$ cat src/rtl/ctu_clsp_dramseq_pkg.sv
// Shared definitions for the DRAM-domain power-up / reset sequencer.
//   seq_state_e : sequencer state encodings (also exported on seq_state)
//   CH_*        : bit positions of the six clock-enable channels
//   CKEN_NUM    : number of clock-enable channels
package ctu_clsp_dramseq_pkg;

  typedef enum logic [2:0] {
    ST_IDLE     = 3'd0,
    ST_CKEN     = 3'd1,
    ST_SETTLE   = 3'd2,
    ST_DEASSERT = 3'd3,
    ST_RUN      = 3'd4,
    ST_WRST     = 3'd5,
    ST_DBG      = 3'd6
  } seq_state_e;

  localparam int CKEN_NUM = 6;

  localparam logic [2:0] CH_DRAM02 = 3'd0;
  localparam logic [2:0] CH_DRAM13 = 3'd1;
  localparam logic [2:0] CH_DDR0   = 3'd2;
  localparam logic [2:0] CH_DDR1   = 3'd3;
  localparam logic [2:0] CH_DDR2   = 3'd4;
  localparam logic [2:0] CH_DDR3   = 3'd5;

endpackage

$ cat src/rtl/ctu_clsp_dramseq_edgecnt.sv
// Loadable down-counter of DRAM sync-edge pulses.
//   clk, rst_n : clock, asynchronous active-low reset
//   load       : load LOAD_VAL (takes priority over counting)
//   clr        : force the count to zero (highest priority)
//   en         : count sync_edge pulses only while high
//   sync_edge  : one-cycle sync-edge pulse
//   done       : combinational; high in the cycle the last expected pulse
//                arrives (enabled pulse with count == 1)
module ctu_clsp_dramseq_edgecnt #(
  parameter int unsigned LOAD_VAL = 4
) (
  input  logic clk,
  input  logic rst_n,
  input  logic load,
  input  logic clr,
  input  logic en,
  input  logic sync_edge,
  output logic done
);

  logic [3:0] cnt;

  // Saturates at zero; never wraps.
  always_ff @(posedge clk or negedge rst_n) begin
    if (!rst_n) begin
      cnt <= 4'd0;
    end else if (clr) begin
      cnt <= 4'd0;
    end else if (load) begin
      cnt <= 4'(LOAD_VAL);
    end else if (en && sync_edge && (cnt != 4'd0)) begin
      cnt <= cnt - 4'd1;
    end
  end

  assign done = en && sync_edge && (cnt == 4'd1);

endmodule

$ cat src/rtl/ctu_clsp_dramseq.sv
// DRAM-domain power-up and reset sequencer for the CTU clock/reset interface.
// Staggers the six DRAM/DDR clock-enable requests, waits a number of sync
// edges, then opens the grst/dbginit deassert windows. In RUN it services
// warm-reset and debug-init requests (rising edges of level inputs).
//   dram_gclk, io_pwron_rst_l : clock, asynchronous active-low reset
//   start_clk_dg              : DRAM clocks may start; low forces IDLE
//   sync_edge_dg              : one-cycle pulse per DRAM/CMP sync edge
//   stagger_gap               : cycles between cken enables (0 acts as 1)
//   cken_mask                 : per-channel enable for cken_dg
//   wrm_rst_req_dg            : warm reset request (level, rising edge acts)
//   dbginit_req_dg            : debug-init request (level, rising edge acts)
//   cken_dg                   : clock-enable requests
//   a_grst_dg, a_dbginit_dg   : global reset / debug init assert levels
//   de_*_dsync_edge_dg        : deassert windows, held across one sync edge
//   seq_busy, seq_state       : not-in-RUN flag and state for debug
// All outputs are registered.
module ctu_clsp_dramseq
  import ctu_clsp_dramseq_pkg::*;
#(
  parameter int unsigned SETTLE_EDGES = 4,
  parameter int unsigned GAP_W        = 4
) (
  input  logic                dram_gclk,
  input  logic                io_pwron_rst_l,
  input  logic                start_clk_dg,
  input  logic                sync_edge_dg,
  input  logic [GAP_W-1:0]    stagger_gap,
  input  logic [CKEN_NUM-1:0] cken_mask,
  input  logic                wrm_rst_req_dg,
  input  logic                dbginit_req_dg,
  output logic [CKEN_NUM-1:0] cken_dg,
  output logic                a_grst_dg,
  output logic                a_dbginit_dg,
  output logic                de_grst_dsync_edge_dg,
  output logic                de_dbginit_dsync_edge_dg,
  output logic                seq_busy,
  output logic [2:0]          seq_state
);

  seq_state_e          state, state_n;
  logic [CKEN_NUM-1:0] cken_n;
  logic                agrst_n, adbg_n, degrst_n, dedbg_n, busy_n;
  logic [2:0]          ch_idx, ch_n;
  logic [GAP_W-1:0]    gap_cnt, gap_n, gap_load;
  logic                cold, cold_n;
  logic                armed, armed_n;     // DEASSERT: entry cycle has passed
  logic                dbg_win, dbg_win_n; // DBG: dbginit dropped, window open
  logic                wrm_q, dbg_q;
  logic                wrm_rise, dbg_rise;
  logic                ec_load, ec_clr, ec_en, ec_done;

  assign wrm_rise = wrm_rst_req_dg && !wrm_q;
  assign dbg_rise = dbginit_req_dg && !dbg_q;
  assign gap_load = (stagger_gap == '0) ? GAP_W'(1) : stagger_gap;

  ctu_clsp_dramseq_edgecnt #(.LOAD_VAL(SETTLE_EDGES)) u_edgecnt (
    .clk       (dram_gclk),
    .rst_n     (io_pwron_rst_l),
    .load      (ec_load),
    .clr       (ec_clr),
    .en        (ec_en),
    .sync_edge (sync_edge_dg),
    .done      (ec_done)
  );

  always_ff @(posedge dram_gclk or negedge io_pwron_rst_l) begin
    if (!io_pwron_rst_l) begin
      state                    <= ST_IDLE;
      cken_dg                  <= '0;
      a_grst_dg                <= 1'b1;
      a_dbginit_dg             <= 1'b1;
      de_grst_dsync_edge_dg    <= 1'b0;
      de_dbginit_dsync_edge_dg <= 1'b0;
      seq_busy                 <= 1'b1;
      ch_idx                   <= 3'd0;
      gap_cnt                  <= '0;
      cold                     <= 1'b0;
      armed                    <= 1'b0;
      dbg_win                  <= 1'b0;
      wrm_q                    <= 1'b0;
      dbg_q                    <= 1'b0;
    end else begin
      state                    <= state_n;
      cken_dg                  <= cken_n;
      a_grst_dg                <= agrst_n;
      a_dbginit_dg             <= adbg_n;
      de_grst_dsync_edge_dg    <= degrst_n;
      de_dbginit_dsync_edge_dg <= dedbg_n;
      seq_busy                 <= busy_n;
      ch_idx                   <= ch_n;
      gap_cnt                  <= gap_n;
      cold                     <= cold_n;
      armed                    <= armed_n;
      dbg_win                  <= dbg_win_n;
      wrm_q                    <= wrm_rst_req_dg;
      dbg_q                    <= dbginit_req_dg;
    end
  end

  always_comb begin
    state_n   = state;
    cken_n    = cken_dg;
    agrst_n   = a_grst_dg;
    adbg_n    = a_dbginit_dg;
    degrst_n  = de_grst_dsync_edge_dg;
    dedbg_n   = de_dbginit_dsync_edge_dg;
    ch_n      = ch_idx;
    gap_n     = gap_cnt;
    cold_n    = cold;
    armed_n   = armed;
    dbg_win_n = dbg_win;
    ec_load   = 1'b0;
    ec_clr    = 1'b0;
    ec_en     = 1'b0;

    if (!start_clk_dg) begin
      state_n   = ST_IDLE;
      cken_n    = '0;
      agrst_n   = 1'b1;
      adbg_n    = 1'b1;
      degrst_n  = 1'b0;
      dedbg_n   = 1'b0;
      ch_n      = 3'd0;
      gap_n     = '0;
      cold_n    = 1'b0;
      armed_n   = 1'b0;
      dbg_win_n = 1'b0;
      ec_clr    = 1'b1;
    end else begin
      case (state)
        ST_IDLE: begin
          cken_n  = '0;
          agrst_n = 1'b1;
          adbg_n  = 1'b1;
          state_n = ST_CKEN;
          ch_n    = 3'd0;
          gap_n   = gap_load;
        end

        ST_CKEN: begin
          // gap_cnt of 0 is treated like 1 so a slot can never stall.
          if (gap_cnt <= GAP_W'(1)) begin
            cken_n[ch_idx] = cken_mask[ch_idx];
            gap_n          = gap_load;
            if (ch_idx == CH_DDR3) begin
              state_n = ST_SETTLE;
              ec_load = 1'b1;
              cold_n  = 1'b1;
            end else begin
              ch_n = ch_idx + 3'd1;
            end
          end else begin
            gap_n = gap_cnt - GAP_W'(1);
          end
        end

        ST_SETTLE, ST_WRST: begin
          ec_en = 1'b1;
          if (ec_done) begin
            state_n  = ST_DEASSERT;
            agrst_n  = 1'b0;
            degrst_n = 1'b1;
            armed_n  = 1'b0;
            // Warm reset also asserted dbginit, so it is released as well.
            if (cold || (state == ST_WRST)) begin
              adbg_n  = 1'b0;
              dedbg_n = 1'b1;
            end
          end
        end

        ST_DEASSERT: begin
          // A sync pulse during the first window cycle is not counted.
          if (!armed) begin
            armed_n = 1'b1;
          end else if (sync_edge_dg) begin
            degrst_n = 1'b0;
            dedbg_n  = 1'b0;
            state_n  = ST_RUN;
          end
        end

        ST_RUN, ST_DBG: begin
          if (wrm_rise) begin
            // Warm reset wins over a coincident or pending debug init.
            state_n   = ST_WRST;
            agrst_n   = 1'b1;
            adbg_n    = 1'b1;
            degrst_n  = 1'b0;
            dedbg_n   = 1'b0;
            ec_load   = 1'b1;
            cold_n    = 1'b0;
            dbg_win_n = 1'b0;
          end else if (state == ST_RUN) begin
            if (dbg_rise) begin
              state_n   = ST_DBG;
              adbg_n    = 1'b1;
              dbg_win_n = 1'b0;
            end
          end else if (sync_edge_dg) begin
            if (!dbg_win) begin
              adbg_n    = 1'b0;
              dedbg_n   = 1'b1;
              dbg_win_n = 1'b1;
            end else begin
              dedbg_n   = 1'b0;
              dbg_win_n = 1'b0;
              state_n   = ST_RUN;
            end
          end
        end

        default: begin
          state_n = ST_IDLE;
        end
      endcase
    end

    busy_n = (state_n != ST_RUN);
  end

  assign seq_state = state;

endmodule

$ cat config.mk
export PLATFORM = sky130hd
export DESIGN_NAME = ctu_clsp_dramseq
export DESIGN_NICKNAME = d
export VERILOG_FILES = /design/src/rtl/ctu_clsp_dramseq_pkg.sv /design/src/rtl/ctu_clsp_dramseq_edgecnt.sv /design/src/rtl/ctu_clsp_dramseq.sv
export SDC_FILE = /design/constraint.sdc
export NUM_CORES = 1
export LEC_CHECK = 0
export CAP_MARGIN = 15
export CORE_UTILIZATION = 50
export DETAILED_ROUTE_END_ITERATION = 8
export PLACE_DENSITY = 0.72
export SLEW_MARGIN = 20
export SYNTH_ARGS = -nofsm -noshare
export SYNTH_HDL_FRONTEND = slang
export SYNTH_SLANG_ARGS = --single-unit
$ cat constraint.sdc
create_clock -name dram_gclk -period 3.85 [get_ports dram_gclk]
set_input_delay 0.385 -clock dram_gclk [delete_from_list [all_inputs] [get_ports dram_gclk]]
set_output_delay 0.385 -clock dram_gclk [all_outputs]
set_load 0.005 [all_outputs]
==> impl.org, run 1 <==
** Clocking
- The tree built by TritonCTS fans out to 30 sinks.
- In this run the post-CTS setup repair buffer count came out at 0.
- Clock tree from TritonCTS :: built
- In this run the deepest clock path goes through 2 buffers.
- The number of clock buffers added by TritonCTS is 5.
- In this run, post-CTS hold repair placed 0 buffers.
- CTS built an H-tree with a depth of 2.
- After clock tree synthesis, the repair step resized 0 gates.
- The cell sitting at the root of the clock tree is a sky130_fd_sc_hd__clkbuf_8.
- Clock insertion delay at the later pin of the skew report :: 0.28 ns
- After clock tree synthesis, the clock-pin slew on the worst setup and hold paths is 0.06 ns.

** Floorplan
- Pin placement for this block handled 30 I/O pins.
- The floorplan step set the die height to 64.0 um.
- The region available for standard cell placement spans 3660 um^2.
- Starting Density :: 0.525
- Total Die Area :: 4100 um^2
- X dimension of the die :: 64.0 um
- Number of standard-cell rows in the floorplan :: 22

** Finish
- At the end of the flow the core is filled with cells to 0.628.
- Fraction of final layout cells sized beyond drive strength 1 :: 0.0798
- Compared with the post-synthesis result, the final layout area differs by 19.5%.
- Fillcell total :: 313
- NumNets Final :: 259
- 0 antenna diodes ended up in the layout.

** Critical path
- The worst setup path is captured at a flip-flop.
- Traced cell by cell, the critical path runs through or2_2 > o21ai_1 > and4b_1 > mux2i_1.
- At the worst endpoint, the required time is 4.05 ns.
- Max stage delay on crit path :: 0.62 ns
- Among all stages on the critical path, the largest delay is contributed by sky130_fd_sc_hd__dfrtp_1.
- Terminus of the critical flop-to-flop path :: cken_dg[1]
- At the worst endpoint, the arrival time is 2.46 ns.
- The worst register-to-register path has a setup slack of 1.59 ns.
- By startpoint and endpoint, the worst setup path is classified as flip-flop to flip-flop.
- Launching point of the worst reg2reg path :: seq_state[2]
- In this run the worst setup path terminates at cken_dg[1].
- STA classifies the critical path startpoint as a flip-flop.
- Of all nets on the critical path, the largest fanout is 24.
- The critical path starts at seq_state[2].
- Measured in cells, the most critical reg-to-reg path has a length of 4.

** Yosys
- In the synthesized netlist the async set-or-reset flop fraction comes to 1.00.
- Yosys printed 0 warnings.
- Avg Cell Area, Syn :: 8.99 um^2
- Register area share after synthesis :: 0.392
- Synthesized Nets :: 236
- Synth top area cells :: sky130_fd_sc_hd__dfrtp_1 (35%), sky130_fd_sc_hd__mux2i_1 (5.2%), sky130_fd_sc_hd__nand2_1 (4.9%)
- Post-synth EDFFs :: 0
- Predominant post-synthesis flop cell :: sky130_fd_sc_hd__dfrtp_1
- Largest area contributor in the synthesized netlist :: sky130_fd_sc_hd__dfrtp_1
- The synthesized design contains 30 register bits.
- Synthesis produced 214 cells.
- The share of synthesized area in the top cell type comes to 0.351.
- The number of different library cells used by synthesis comes to 55.
- In this run the cell area of the synthesized design comes to 1920 um^2.

** Pwr
- Switching power :: 0.184 mW
- IR drop worst, VDD :: 0.195 mV
- P per Cell Area :: 309 nW/um^2
- Of the total power, the share spent switching nets is 0.260.
- Of the total power, registers draw 0.489.
- Power share of the combinational group :: 0.148
- The analysis attributes to cell leakage a power of 0.944 nW.
- Of the total power, the clock network draws 0.364.
- Internal power contribution :: 0.525 mW

** Timing
- Worst-margin pin slew :: 0.719 ns
- Setup_tns :: 0 ns
- The hold violation count in the final report came to 0.
- Final worst path period share :: 0.587
- Setup violations remaining at the end of the flow were counted as 0.
- For the final database, setup skew stands at 0.00317 ns.
- In this run the tightest slew margin relative to its limit is 0.519.
- Counting I/O delays and the setup requirement, the final critical path takes 2.26 ns.
- Maximum operating frequency :: 442 MHz
- Max Transition Viols Final :: 0
- RSZ-0062 raised after global routing :: false

** Routing
- Count of unresolved DRC violations after routing :: 0
- The detailed router placed 1641 vias in this run.
- Avg WL per Cell :: 14.5 um
- In this run the remaining antenna-violating nets after routing total 0.
- Avg Vias per Cell :: 5.74
- Iter 0 DRT Violations :: 96
- Number of detailed-routing iterations run before antenna repair :: 4
- Total wirelength of the detailed-routed design :: 4140 um

** Run
- Max-cap check violation count :: 0

** GRT
- For this run the aggregate overflow at the end of global routing stands at 0.
- GRT Overall Usage :: 0.221
- Largest net degree at the start of global routing :: 31
- Number of antenna violations at the first check in global routing :: 0
- The first global-routing pass estimated 7030 um of wire.
- Via count of the first global-routing pass :: 1627

** Placed design
- In this run the tool buffered the top-level ports with 29 buffer cells.
- Detailed placement finished with a half-perimeter wire length of 2910 um.
- Global placer's final weighted congestion :: 0.822

** Worst hold path
- The tightest min-delay check is of the flip-flop to flip-flop type.

** Run status
- The flow ran to the end, and the final reports show no timing, DRC or antenna violations.
==> cells in the mapped netlist, drive strengths merged (3+ instances only) <==
master   n
nor2b    8
a21boi   6
dfrtp   27
o211ai   4
clkbuf   8
nor2    15
nor3     4
nand3   11
buf      6
ha       6
a21oi   11
nand2   25
inv      8
mux2i   10
dfstp    3
o21ai   12
==> cells in the final DEF, fill, tap and decap left out, types with 8 or more instances in the layout <==
cell / instances
sky130_fd_sc_hd__nand2_1: 25
sky130_fd_sc_hd__nor2b_1: 8
sky130_fd_sc_hd__inv_1: 8
sky130_fd_sc_hd__nand3_1: 11
sky130_fd_sc_hd__a21oi_1: 11
sky130_fd_sc_hd__mux2i_1: 10
sky130_fd_sc_hd__clkdlybuf4s50_1: 29
sky130_fd_sc_hd__o21ai_0: 11
sky130_fd_sc_hd__nor2_1: 15
sky130_fd_sc_hd__dfrtp_1: 27
==> sequential cells by signal, summed over array words and instances (netlist names) <==
signal / flops
dbg_win: 1
de_dbginit_dsync_edge_dg: 1
wrm_q: 1
a_grst_dg: 1
cold: 1
gap_cnt: 4
ch_idx: 3
armed: 1
u_edgecnt.cnt: 4
de_grst_dsync_edge_dg: 1
seq_busy: 1
seq_state: 3
cken_dg: 6
dbg_q: 1
a_dbginit_dg: 1
==> worst min path at each step <==
stage / start / endpoint / slack, ns / cells after the start
6_report: de_dbginit_dsync_edge_dg / de_dbginit_dsync_edge_dg / 0.49 / 1
2_1_floorplan: io_pwron_rst_l / armed / 0.09 / 0
3_3_place_gp: de_dbginit_dsync_edge_dg / de_dbginit_dsync_edge_dg / 0.47 / 1
4_1_cts: de_dbginit_dsync_edge_dg / de_dbginit_dsync_edge_dg / 0.49 / 1
5_1_grt: de_dbginit_dsync_edge_dg / de_dbginit_dsync_edge_dg / 0.52 / 1
3_5_place_dp: de_dbginit_dsync_edge_dg / de_dbginit_dsync_edge_dg / 0.48 / 1
==> through the flow <==
stage	worst slack, ns	instance area (um^2)	hold slack [ns]	std cells	total power, mW
finish	1.59	2300	0.492	286	0.709
global route	1.46	2300	0.519	286	0.739
CTS	1.64	2300	0.492	286	0.715
detailed placement	1.35	2210	0.478	278	0.456
global placement	1.39	2210	0.466	278	0.452
floorplan	1.91	1920	0.0894	214	0.416
==> final cells by class <==
class / instances / area, um^2 / area share
clock inverter: 1 / 5.00 / 0.00218
clock buffer: 7 / 86.3 / 0.0376
tap: 48 / 60.1 / 0.0261
timing repair buffer: 30 / 298 / 0.130
multi-input combinational: 162 / 1060 / 0.463
sequential: 30 / 754 / 0.328
inverter: 8 / 30.0 / 0.0131
==> routing by layer <==
layer  global-route usage  wire [um]  vias to the layer above
li1                     -          -                      818
met1                0.275       1990                      789
met2                0.368       1990                       28
met3               0.0500        106                        6
met4               0.0909         51                        0
met5                    0          0                        -
==> worst max-delay path: cells and delay by family (launching register included) <==
kind,cells,cell delay [ns]
muxes,1,0.18
and+or+nand+nor,2,0.79
DFF,1,0.62
AOI/OAI and AO/OA,1,0.59
==> logic make-up (layout without fill, tap and decap cells) <==
group / after synthesis / count (layout) / share of synthesized area
XOR/XNOR: 3 / 3 / 0.0137
AND/OR/NAND/NOR: 89 / 89 / 0.251
flip-flops: 30 / 30 / 0.392
multiplexers: 10 / 10 / 0.0521
buffers and inverters: 22 / 46 / 0.0540
AO/OA/AOI/OAI: 54 / 54 / 0.198
adder cells (fa/ha/maj): 6 / 6 / 0.0390
==> power groups by stage <==
stage | Clock [mW] | Combinational, mW | Sequential, mW
2_1_floorplan | 0 | 0.0739 | 0.342
3_3_place_gp | 0 | 0.101 | 0.351
3_5_place_dp | 0 | 0.105 | 0.352
4_1_cts | 0.264 | 0.105 | 0.346
5_1_grt | 0.272 | 0.118 | 0.349
6_report | 0.258 | 0.105 | 0.347
No activity file was read; power rests on OpenSTA's default activity.
==> run 2, diff against run 1 <==
--- a/config.mk
+++ b/config.mk
@@ -6,7 +6,7 @@
 export NUM_CORES = 1
 export LEC_CHECK = 0
 export CAP_MARGIN = 15
-export CORE_UTILIZATION = 50
+export CORE_UTILIZATION = 48
 export DETAILED_ROUTE_END_ITERATION = 8
 export PLACE_DENSITY = 0.72
 export SLEW_MARGIN = 20
==> constraint.sdc (replaced) <==
create_clock -name dram_gclk -period 1.94 [get_ports dram_gclk]
set_input_delay 0.194 -clock dram_gclk [delete_from_list [all_inputs] [get_ports dram_gclk]]
set_output_delay 0.194 -clock dram_gclk [all_outputs]
set_load 0.005 [all_outputs]
==> run 2 against run 1 <==
Against the previous run:
- core utilization grew 4.1 points
- first-iteration DRC count shrank 15%
- clock-buffer cell count shrank 2
==> impl.org, run 2 (synthesis results as in run 1) <==
** Finish
- Footprint of the multi-input gates :: 1090 um^2
- The sequential cells in the finished layout cover a total of 754 um^2.
- Fillcell total :: 335
- The top cell types in the final layout, fill and taps aside, are sky130_fd_sc_hd__clkdlybuf4s50_1 (29), sky130_fd_sc_hd__dfrtp_1 (27), sky130_fd_sc_hd__nand2_1 (25).
- Flip-flop count of the largest register, all copies and words added :: 6
- Commonest non-fill, non-tap cell in the layout :: sky130_fd_sc_hd__clkdlybuf4s50_1
- The largest registers in the layout are cken_dg: 6 flops, gap_cnt: 4 flops, u_edgecnt.cnt: 4 flops.
- The final layout contains 281 nets.
- The number of antenna diodes in the final layout is 0.
- Area delta synth->final :: 30.2%
- Fraction of final layout cells sized beyond drive strength 1 :: 0.177
- Excluding fillers, the count of instances in the completed layout stands at 308.
- Register containing the most flip-flops in the final layout :: cken_dg

** Timing
- On the final layout, the worst clock skew is 0.00402 ns.
- Clock period minus worst slack :: 1.82 ns
- Hold_ws :: 0.292 ns
- Of the available clock period, the critical path in the final layout requires 0.941.
- Based on the critical path, the design can be clocked at up to 548 MHz.
- Max Transition Viols Final :: 0
- In the post-route analysis, the smallest setup slack over all paths is 0.115 ns.
- In the final timing run, aggregate negative setup slack is 0 ns.
- Worst-margin pin slew :: 0.409 ns
- Number of hold-slack violations in the final timing report :: 0
- Number of failing setup endpoints in the final timing report :: 0
- Headroom to the max-slew limit came out at 0.726.

** GRT
- Global-route wire length before repair :: 7230 um
- The number of antenna violations at the first check in global routing came to 0.
- GRT Overall Usage :: 0.226
- Via count of the first global-routing pass :: 1619
- Entering global routing, the biggest net connects 31 pins.
- Total grt overflow :: 0

** Critical path
- Crit path capture type :: flip-flop
- Path depth of the worst reg2reg path :: 7
- Data arrival, critical path :: 2.00 ns
- Cells along the critical path :: inv_1 > ha_4 > nor2_2 > or4_4 > o211a_1 > a211oi_2 > nor2_1
- The worst register-to-register path ends at seq_state[0].
- The critical path runs through a total of 7 cells.
- In this run the worst path has a maximum fanout of 4.
- Worst setup slack for register-to-register paths :: 0.12 ns
- Together, buffers and inverters on the worst path number 1.
- The worst register-to-register path begins at gap_cnt[0].
- The slowest stage of the critical path belongs to the cell sky130_fd_sc_hd__or4_4.
- STA classifies the critical path startpoint as a flip-flop.
- The critical path in this run is classified as flip-flop to flip-flop.
- Required time of the critical path :: 2.12 ns
- The largest single stage delay on the critical path is 0.50 ns.
- Among cell families on the critical path, the largest total delay comes from simple AND/OR/NAND/NOR gates.

** Clocking
- Clock insertion delay at the later pin of the skew report :: 0.29 ns
- The clock passes through at most 2 buffers.
- Reg clk slew, reported paths :: 0.07 ns
- The number of clock buffers added by TritonCTS is 5.
- Htree depth :: 2
- Root Buffer Master :: sky130_fd_sc_hd__clkbuf_8
- Clock tree from TritonCTS :: built
- For this design, the CTS-stage hold fixing added 0 buffers.
- CTS saw 30 sinks.

** Floorplan
- Starting Density :: 0.514
- Core ar. :: 3740 um^2
- The floorplan step defined a die boundary enclosing 4260 um^2.
- The floorplan has 22 rows.
- From left edge to right edge, the die measures 65.3 um.
- Pin placement for this block handled 30 I/O pins.
- Vertical die dimension :: 65.3 um

** Routing
- Iter 0 DRT Violations :: 82
- Count of unresolved DRC violations after routing :: 0
- The first detailed-routing pass took 4 iterations.
- Total wirelength of the detailed-routed design :: 4360 um
- Post-route antenna net violation count :: 0
- Dividing the detail-routed wire length by the instance count gives 14.2 um.
- Using the TritonRoute via totals, the vias-per-cell ratio works out to 5.59.
- Routed vias :: 1723

** Pwr
- For this design the ratio of total power to cell area is 628 nW/um^2.
- Overall power after layout :: 1.57 mW
- Leakage power of the design :: 1.07 nW
- IR analysis of the VDD net gives a maximum drop of 0.492 mV.

** Placed design
- Global placer's final weighted congestion :: 0.879
- HPWL Detailed :: 3150 um
- OpenSTA, run right after detailed placement, puts the worst setup slack at 0.0124 ns.
- Buffers on Ports :: 29
- Instance count after placement with tap cells included :: 299

** Run status
- The flow ran to the end, and the final reports show no timing, DRC or antenna violations.

** Worst hold path
- The min-delay analysis places its worst path in the category input pin to asynchronous set/reset pin.

** Run
- Max-cap check violation count :: 0
run 2: where the power goes:
part / internal, mW / switching, mW / leakage (nW)
Clock: 0.377 / 0.252 / 0.0579
Combinational: 0.139 / 0.129 / 0.615
Sequential: 0.651 / 0.0252 / 0.394
run 2: repair_timing:
action | 4_1_cts | 5_1_grt
endpoints found under the setup margin | 0 | 6
gates resized for setup | 0 | 5
buffers inserted | 0 | 1
run 2: how the worst max path moves through the flow:
stage,slack [ns],to,startpoint
2_1_floorplan,0.0003,seq_state[0],ch_idx[1]
3_3_place_gp,0.09,seq_busy,gap_cnt[1]
3_5_place_dp,0.01,seq_state[0],gap_cnt[1]
4_1_cts,0.03,seq_state[0],gap_cnt[1]
5_1_grt,-0.007,gap_cnt[2],seq_state[1]
6_report,0.12,seq_state[0],gap_cnt[0]
run 2: worst reg2reg max path, cell delays in order (launching register included):
cell	delay (ns)
sky130_fd_sc_hd__dfrtp_1	0.41
sky130_fd_sc_hd__inv_1	0.11
sky130_fd_sc_hd__ha_4	0.15
sky130_fd_sc_hd__nor2_2	0.06
sky130_fd_sc_hd__or4_4	0.50
sky130_fd_sc_hd__o211a_1	0.23
sky130_fd_sc_hd__a211oi_2	0.19
sky130_fd_sc_hd__nor2_1	0.07
run 2: through the flow:
| stage | utilization | instance area, um^2 |
|---|---|---|
| finish | 0.669 | 2500 |
| global placement | 0.632 | 2360 |
| CTS | 0.661 | 2470 |
| global route | 0.669 | 2500 |
| floorplan | - | 1920 |
| detailed placement | 0.632 | 2360 |
run 2: layout make-up:
| type | instances | share of cell area |
|---|---|---|
| clock inverter | 3 | 0.0160 |
| sequential | 30 | 0.301 |
| multi-input combinational | 162 | 0.434 |
| tap | 48 | 0.0240 |
| clock buffer | 5 | 0.0275 |
| inverter | 8 | 0.0120 |
| timing repair buffer | 52 | 0.185 |
run 2: layer usage:
layer / global-route usage / part of all wire / vias up
met1: 0.293 / 0.48 / 816
met2: 0.338 / 0.44 / 39
met4: 0.0978 / 0.016 / 0
li1: - / - / 860
met3: 0.0799 / 0.059 / 8
met5: 0 / 0 / -
